## src/rtl/timer_ctrl.sv

```systemverilog
// Timer controller: bus registers, prescaler and one-shot / auto-reload sequencing of a 16-bit up-counter.
// Define TIMER_CAPTURE_EN to add the cap_in capture register and CAPF status flag.
module timer_ctrl #(
  parameter int unsigned WIDTH   = 16,
  parameter int unsigned PS_BITS = 4
) (
  input  logic             clk,
  input  logic             rst,
  input  logic [1:0]       addr,
  input  logic             wr,
  input  logic [WIDTH-1:0] wdata,
  output logic [WIDTH-1:0] rdata,
  output logic             irq,
  output logic             cnt_en,
  output logic             cnt_we,
  output logic [WIDTH-1:0] cnt_data,
  input  logic [WIDTH-1:0] cnt_value,
`ifdef TIMER_CAPTURE_EN
  input  logic             cap_in,
`endif
  input  logic             cnt_overflow
);

  // Prescaler must reach 2^(2^PS_BITS-1)-1, so it needs 2^PS_BITS-1 bits.
  localparam int unsigned PSC_W = (32'd1 << PS_BITS) - 32'd1;

  localparam logic [1:0] A_CTRL   = 2'd0;
  localparam logic [1:0] A_RELOAD = 2'd1;
  localparam logic [1:0] A_STATUS = 2'd2;

  typedef enum logic [1:0] {IDLE, LOAD, RUN, EXPIRED} state_t;

  state_t             state, state_next;
  logic               ctrl_en, ctrl_en_next;
  logic               ctrl_ar, ctrl_ar_next;
  logic               ctrl_ie, ctrl_ie_next;
  logic [PS_BITS-1:0] ctrl_ps, ctrl_ps_next;
  logic [WIDTH-1:0]   reload, reload_next;
  logic               ovf, ovf_next;
  logic [PSC_W-1:0]   psc, psc_next;
  logic               cnt_en_next, cnt_we_next, irq_next;
  logic [WIDTH-1:0]   cnt_data_next;
  logic               ctrl_wr, reload_wr, status_wr, tick;
  logic               capf_cur, capf_next;
  logic [WIDTH-1:0]   value_rd;

  assign ctrl_wr   = wr && (addr == A_CTRL);
  assign reload_wr = wr && (addr == A_RELOAD);
  assign status_wr = wr && (addr == A_STATUS);

  function automatic logic [PSC_W-1:0] psc_limit(input logic [PS_BITS-1:0] ps);
    return ~({PSC_W{1'b1}} << ps);
  endfunction

`ifdef TIMER_CAPTURE_EN
  logic [2:0]       cap_sync;
  logic             cap_rise;
  logic             capf;
  logic [WIDTH-1:0] cap;

  assign cap_rise = cap_sync[1] & ~cap_sync[2];
  assign capf_cur = capf;
  assign value_rd = cap;

  always_comb begin
    capf_next = capf;
    if (status_wr && wdata[2]) capf_next = 1'b0;
    if (cap_rise)              capf_next = 1'b1;
  end

  // Two-flop synchroniser plus one history flop for edge detection.
  always_ff @(posedge clk) begin
    if (!rst) begin
      cap_sync <= '0;
      cap      <= '0;
      capf     <= 1'b0;
    end else begin
      cap_sync <= {cap_sync[1:0], cap_in};
      capf     <= capf_next;
      if (cap_rise) cap <= cnt_value;
    end
  end
`else
  assign capf_cur  = 1'b0;
  assign capf_next = 1'b0;
  assign value_rd  = cnt_value;
`endif

  always_comb begin
    state_next   = state;
    ctrl_en_next = ctrl_en;
    ctrl_ar_next = ctrl_ar;
    ctrl_ie_next = ctrl_ie;
    ctrl_ps_next = ctrl_ps;
    reload_next  = reload;
    ovf_next     = ovf;
    psc_next     = psc;
    tick         = (psc == psc_limit(ctrl_ps));

    case (state)
      LOAD: begin
        state_next = RUN;
        psc_next   = '0;
      end
      RUN: begin
        psc_next = tick ? '0 : psc + PSC_W'(1);
        if (cnt_overflow) state_next = ctrl_ar ? LOAD : EXPIRED;
      end
      EXPIRED: begin
        ctrl_en_next = 1'b0;
        state_next   = IDLE;
      end
      default: ;
    endcase

    // Bus writes override the sequencing above.
    if (ctrl_wr) begin
      ctrl_en_next = wdata[0];
      ctrl_ar_next = wdata[1];
      ctrl_ie_next = wdata[2];
      ctrl_ps_next = wdata[4 +: PS_BITS];
      if (!wdata[0])                          state_next = IDLE;
      else if (state == IDLE || state == EXPIRED) state_next = LOAD;
      else if (state == RUN)                  psc_next   = '0;
    end
    if (reload_wr) reload_next = wdata;

    // A new overflow wins over a same-cycle clear.
    if (status_wr && wdata[0]) ovf_next = 1'b0;
    if (cnt_overflow)          ovf_next = 1'b1;

    cnt_we_next   = (state_next == LOAD);
    cnt_data_next = cnt_we_next ? reload_next : '0;
    cnt_en_next   = (state_next == RUN) && (psc_next == psc_limit(ctrl_ps_next));
    irq_next      = ctrl_ie_next & (ovf_next | capf_next);
  end

  always_ff @(posedge clk) begin
    if (!rst) begin
      state    <= IDLE;
      ctrl_en  <= 1'b0;
      ctrl_ar  <= 1'b0;
      ctrl_ie  <= 1'b0;
      ctrl_ps  <= '0;
      reload   <= '0;
      ovf      <= 1'b0;
      psc      <= '0;
      cnt_en   <= 1'b0;
      cnt_we   <= 1'b0;
      cnt_data <= '0;
      irq      <= 1'b0;
    end else begin
      state    <= state_next;
      ctrl_en  <= ctrl_en_next;
      ctrl_ar  <= ctrl_ar_next;
      ctrl_ie  <= ctrl_ie_next;
      ctrl_ps  <= ctrl_ps_next;
      reload   <= reload_next;
      ovf      <= ovf_next;
      psc      <= psc_next;
      cnt_en   <= cnt_en_next;
      cnt_we   <= cnt_we_next;
      cnt_data <= cnt_data_next;
      irq      <= irq_next;
    end
  end

  // Register readback.
  always_comb begin
    rdata = '0;
    case (addr)
      A_CTRL: begin
        rdata[0]            = ctrl_en;
        rdata[1]            = ctrl_ar;
        rdata[2]            = ctrl_ie;
        rdata[4 +: PS_BITS] = ctrl_ps;
      end
      A_RELOAD: rdata = reload;
      A_STATUS: begin
        rdata[0] = ovf;
        rdata[1] = (state == LOAD) || (state == RUN);
        rdata[2] = capf_cur;
      end
      default: rdata = value_rd;
    endcase
  end

endmodule

```

## config.mk

```make
export PLATFORM = sky130hd
export DESIGN_NAME = timer_ctrl
export DESIGN_NICKNAME = d
export VERILOG_FILES = /design/src/rtl/timer_ctrl.sv
export SDC_FILE = /design/constraint.sdc
export NUM_CORES = 1
export LEC_CHECK = 0
export ABC_AREA = 0
export CORE_MARGIN = 10
export CORE_UTILIZATION = 50
export CTS_CLUSTER_DIAMETER = 30
export DETAILED_ROUTE_END_ITERATION = 8
export GPL_ROUTABILITY_DRIVEN = 0
export PLACE_DENSITY = 0.85
export SLEW_MARGIN = 20
export SYNTH_ARGS = -nofsm -noshare
export SYNTH_HDL_FRONTEND = slang
export SYNTH_SLANG_ARGS = --single-unit
```

## constraint.sdc

```tcl
create_clock -name clk -period 7.53 [get_ports clk]
set_input_delay 1.8825 -clock clk [delete_from_list [all_inputs] [get_ports clk]]
set_output_delay 1.8825 -clock clk [all_outputs]
set_load 0.01 [all_outputs]
```

Yosys cells after proc, flatten, opt, wreduce, memory -nomap -nowiden:

Cells that the tools add are included.
W data, S select, Z words.

* output and inout bits: 35
* register bits after elaboration: 60
* input port bits: 38

* eq/ne operators: 9
* add/subtract/negate cells: 1
* shift operators: 2
* reduce and logical (&&, ||, !) cells: 12
* bitwise gates (word level): 3
* multiplexer cells: 23

Operators with widths (number)
* $mux W15: 5
* $eq A15 B15 Y1: 2
* $not A15 Y15: 2
* $pmux W15 S2: 1
* $shl A15 B4 Y15 const A: 2
* $mux W16: 1
* $pmux W8 S2: 1
* $add A15 B1 Y15 const B: 1
* $pmux W4 S3: 1
* $mux W2: 5
* $pmux W3 S3: 1
* $eq A2 B2 Y1 const B: 4
* $eq A2 B1 Y1 const B: 3
* $pmux W2 S3: 1
* $logic_and A1 B1 Y1: 5
* $mux W1: 5
* $logic_not A2 Y1: 2
* $mux W4: 1
* $logic_or A1 B1 Y1: 2
* $pmux W1 S2: 1
* $reduce_and A2 Y1: 1
* $reduce_bool A2 Y1: 1
* $reduce_or A2 Y1: 1
* $and A1 B1 Y1: 1

Longest topological paths before layout:

* depth in word-level cells: 11
* depth in mapped cells: 14
* gate-level depth less buffers: 12

Least setup slack after synthesis:

No wires, ideal clock.

* kind: input-to-output
* start point: in addr[1]
* end point: out rdata[2]
* path slack: 2576 ps
* buffers on the path: 3
* arrival: 3072 ps
* stages on the path: 5
* cells stage by stage: clkbuf_1 -> buf_1 -> clkbuf_1 -> nand3_1 -> o21ai_0

* cells in the longest elaborated chain, start to end: 2

Ends and longest elaborated chain
* start: declaration: RTL line 9 `input logic [1:0] addr,`
* $eq A2 B2 Y1 (tied with other cells): RTL line 171 `case (addr)`
* $pmux W3 S3 (*): RTL line 171
* end: declaration: RTL line 12 `output logic [WIDTH-1:0] rdata,`

Mark *: on every way between the ends. The rest lies on a longest branch, timed or not.

Worst setup path after layout:

* start point: in addr[0]
* end point: out rdata[6]

* cells in the longest elaborated chain, start to end: 2

Ends and longest elaborated chain (RTL line)
* $eq A2 B2 Y1 (tied with other cells): 171
* $pmux W4 S3 (*): 171

Marks and branches as above.

==> results by group <==
Yosys
  – Number of synthesized flops with an enable pin: 0
  – Post-synthesis sequential area ratio: 32.28%
  – Cells after Synth: 446
  – Top-area cell type share of the netlist area: 32.28%
  – Synth Cell Area: 3721 um^2
  – Main synth FF type: dfxtp_1
  – Flops & latches, synth: 60
  – Mapped Avg Cell Area: 8.343 um^2
  – Top post-synthesis cells by area: dfxtp_1, mux2i_1, nor2b_1, nor2_1, a21oi_1
  – Ys Warns: 0
  – Post-synth cell types: 72
  – Share of synthesized registers carrying an async set or reset: 0%
  – Synthesized Nets: 488
  – Yosys top cell by area: dfxtp_1

Clocking
  – Clk root buf: clkbuf_8
  – Reg clk slew, reported paths: 80 ps
  – Post-CTS Repair Setup Buffers: 0
  – Htree depth: 3
  – Clock latency on the worst-skew pair: 350 ps
  – CTS Buf Count: 9
  – Hold-fix buffers at CTS: 0
  – Clock tree from TritonCTS: built
  – CTS Buffer Depth: 2
  – Post-cts sizing count: 0
  – Clock sinks: 60

Floorplanning
  – Die ar.: 11290 um^2
  – Chip height: 106.3 um
  – Core area: 7253 um^2
  – Starting density of the core: 51.30%
  – Core Rows: 31
  – # IOs: 73
  – Horiz. Die Dim: 106.3 um

Power and ir drop
  – Clock power share: 40.7%
  – Switching share of power: 27.89%
  – Combinational power share: 18.0%
  – Power Dens Cells: 175.1 nW/um^2
  – Leakage: 1.766 nW
  – Internal cell power: 0.5841 mW
  – Peak VDD IR: 93.07 uV
  – Seq pwr share: 41.4%
  – Sw Pwr: 0.2259 mW

Critical path
  – Critical path cell sequence: clkdlybuf4s50_1, mux2i_1, o21ai_0, clkdlybuf4s50_1
  – FF-to-FF path depth: 10
  – Buffers and inverters on the worst path: 2
  – CP Capture Type: output pin
  – Crit path max fanout: 24
  – CP top delay family: buffers and inverters
  – CP most frequent cell: clkdlybuf4s50_1
  – Critical Path Max Stage Delay: 1110 ps
  – Worst path required time: 5650 ps
  – Reg2Reg Launch Point: state[0]
  – WS Path Type: input port to output pin
  – FF-to-FF setup slack: 3860 ps
  – Crit path launch type: input port
  – Critical path arrival: 4060 ps
  – Slowest-stage cell, CP: clkdlybuf4s50_1
  – FF-to-FF End: cnt_en

Global routing
  – First-pass GRT wire length: 16.96 mm
  – Met2 Use GR: 30.83%
  – Vias in the first global route: 3396
  – Largest net degree at the start of global routing: 42
  – Initial antenna violation count: 0
  – Routing usage on met1: 21.32%
  – Met3 Use GR: 4.952%
  – GRT overflow: 0
  – Grt peak-use layer: met2
  – Gr usage total: 18.31%

Finish
  – Layout Nets: 540
  – Footprint of the multi-input gates: 2291 um^2
  – P&R area growth vs syn: 24.31%
  – Share of layout cells above drive strength 1: 8.350%
  – Commonest cells after routing, fill and taps aside: clkdlybuf4s50_1, dfxtp_1, nor2_1
  – Finished Layout Cells: 602
  – Most common cell after layout, fill and taps aside: clkdlybuf4s50_1
  – Register area: 1201 um^2
  – N_diodes: 0
  – Fillers: 589

Timing
  – Pins over their slew limit: 0
  – Unrepaired setup endpoints after global routing: no
  – Clk_skew: 11.66 ps
  – Setup TNS: 0 ps
  – Worst-Margin Slew: 1145 ps
  – Slew margin rel.: 23.44%
  – Part of the cycle the worst path needs: 78.86%
  – Final setup viols: 0
  – Final hold vios: 0
  – Tmin final: 5938 ps
  – FMAX: 0.1684 GHz

Min path
  – Hold WC Path Type: register to register
  – Worst hold endpoint: cnt_data[3]
  – Hold path depth: 2
  – Hold Startpoint: reload[3]

Drt
  – First-iteration detailed-routing DRC count: 376
  – Vias per inst: 5.870
  – Vias: 3534
  – DR DRC count: 0
  – ANT nets after route: 0
  – DRT Pass-1 Iters: 6
  – WL final: 10.40 mm
  – DR WL/cell: 17.28 um

Place
  – DP Cell Count: 586
  – Post-DP HPWL: 7.550 mm
  – I/O Buffers: 72

Job
  – Max cap viols: 0

Run status
  – Run status: completed
## flip-flops by register name (all words and copies together), names as in the netlist
| signal | count |
|---|---|
| cnt_data | 16 |
| state | 2 |
| ctrl_ar | 1 |
| ctrl_ps | 4 |
| irq | 1 |
| psc | 15 |
| cnt_en | 1 |
| ctrl_ie | 1 |
| cnt_we | 1 |
| ovf | 1 |
| reload | 16 |
| ctrl_en | 1 |
## area by class of cell
cell class / instances / share of cell area [%]
Clock buffer: 9 / 2.678
Multi-Input combinational cell: 338 / 49.53
Clock inverter: 7 / 2.137
Timing Repair Buffer: 74 / 15.80
Inverter: 15 / 1.217
Tap cell: 99 / 2.678
Sequential cell: 60 / 25.97
## stage by stage
| step | setup slack [ps] | hold slack [ps] | utilization [%] | total power [mW] | instance area (um^2) |
|---|---|---|---|---|---|
| 6_report | 1592 | 531.9 | 63.77 | 0.8100 | 4626 |
| 5_1_grt | 1498 | 576.2 | 63.77 | 0.8469 | 4626 |
| 4_1_cts | 1440 | 534.1 | 63.84 | 0.8151 | 4631 |
| 3_5_place_dp | 1440 | 520.3 | 60.77 | 0.4869 | 4408 |
| 3_3_place_gp | 1521 | 500.1 | 60.77 | 0.4818 | 4408 |
| 2_1_floorplan | 2576 | 478.4 | - | 0.4299 | 3721 |
## power groups by stage
stage | registers [mW] | logic (mW) | clock network (mW)
finish | 0.335 | 0.146 | 0.329
global route | 0.337 | 0.158 | 0.352
CTS | 0.335 | 0.146 | 0.334
detailed placement | 0.342 | 0.144 | 0
global placement | 0.342 | 0.140 | 0
floorplan | 0.339 | 0.0908 | 0
## synthesized netlist by cell type, types with 4 or more instances
cell      instances
o21ai_0          16
nor2b_1          40
and3_1            6
clkbuf_1         16
nor4_1            4
inv_1            15
nor2_1           48
nor3_1            8
nand3_1          14
nand3b_1          4
or2_2             5
and2_1           13
o21ai_1           5
ha_1              4
mux2_2            4
o211ai_1          7
a21o_1            6
mux2i_1          42
nand2_1          28
a21oi_1          21
dfxtp_1          60
buf_2             9
## logic make-up after synthesis
| kind of cell | after synthesis | synth area share (%) |
|---|---|---|
| adders and majority gates | 4 | 1.345 |
| and+or+nand+nor | 188 | 27.20 |
| xor gates and xnor gates | 5 | 1.177 |
| DFF | 60 | 32.28 |
| AOI/OAI and AO/OA | 93 | 17.99 |
| muxes | 48 | 13.72 |
| buffers and inverters | 48 | 6.288 |
## worst register-to-register path: stages (launching register included)
cell and delay, ps:
dfxtp_1 380, inv_1 80, ha_1 670, nand2_1 140, a21oi_1 520, o21ai_4 340
o211ai_1 540, a2bb2oi_1 130, o221ai_1 220, o2111ai_1 210, nor4b_2 330
## per-layer routing
| layer | vias up | routed length, um |
|---|---|---|
| met5 | - | 0 |
| met4 | 0 | 214 |
| met3 | 24 | 779 |
| met2 | 159 | 5260 |
| met1 | 1668 | 4145 |
| li1 | 1683 | - |
## worst max path at each step
| stage | cells past startpoint | slack (ps) | from | to |
|---|---|---|---|---|
| floorplan | 5 | 2580 | addr[1] | rdata[2] |
| global placement | 3 | 1520 | addr[1] | rdata[0] |
| detailed placement | 3 | 1440 | addr[1] | rdata[1] |
| CTS | 3 | 1440 | addr[1] | rdata[1] |
| global route | 4 | 1500 | addr[0] | rdata[6] |
| finish | 4 | 1590 | addr[0] | rdata[6] |
(Power assumes the default switching activity.)
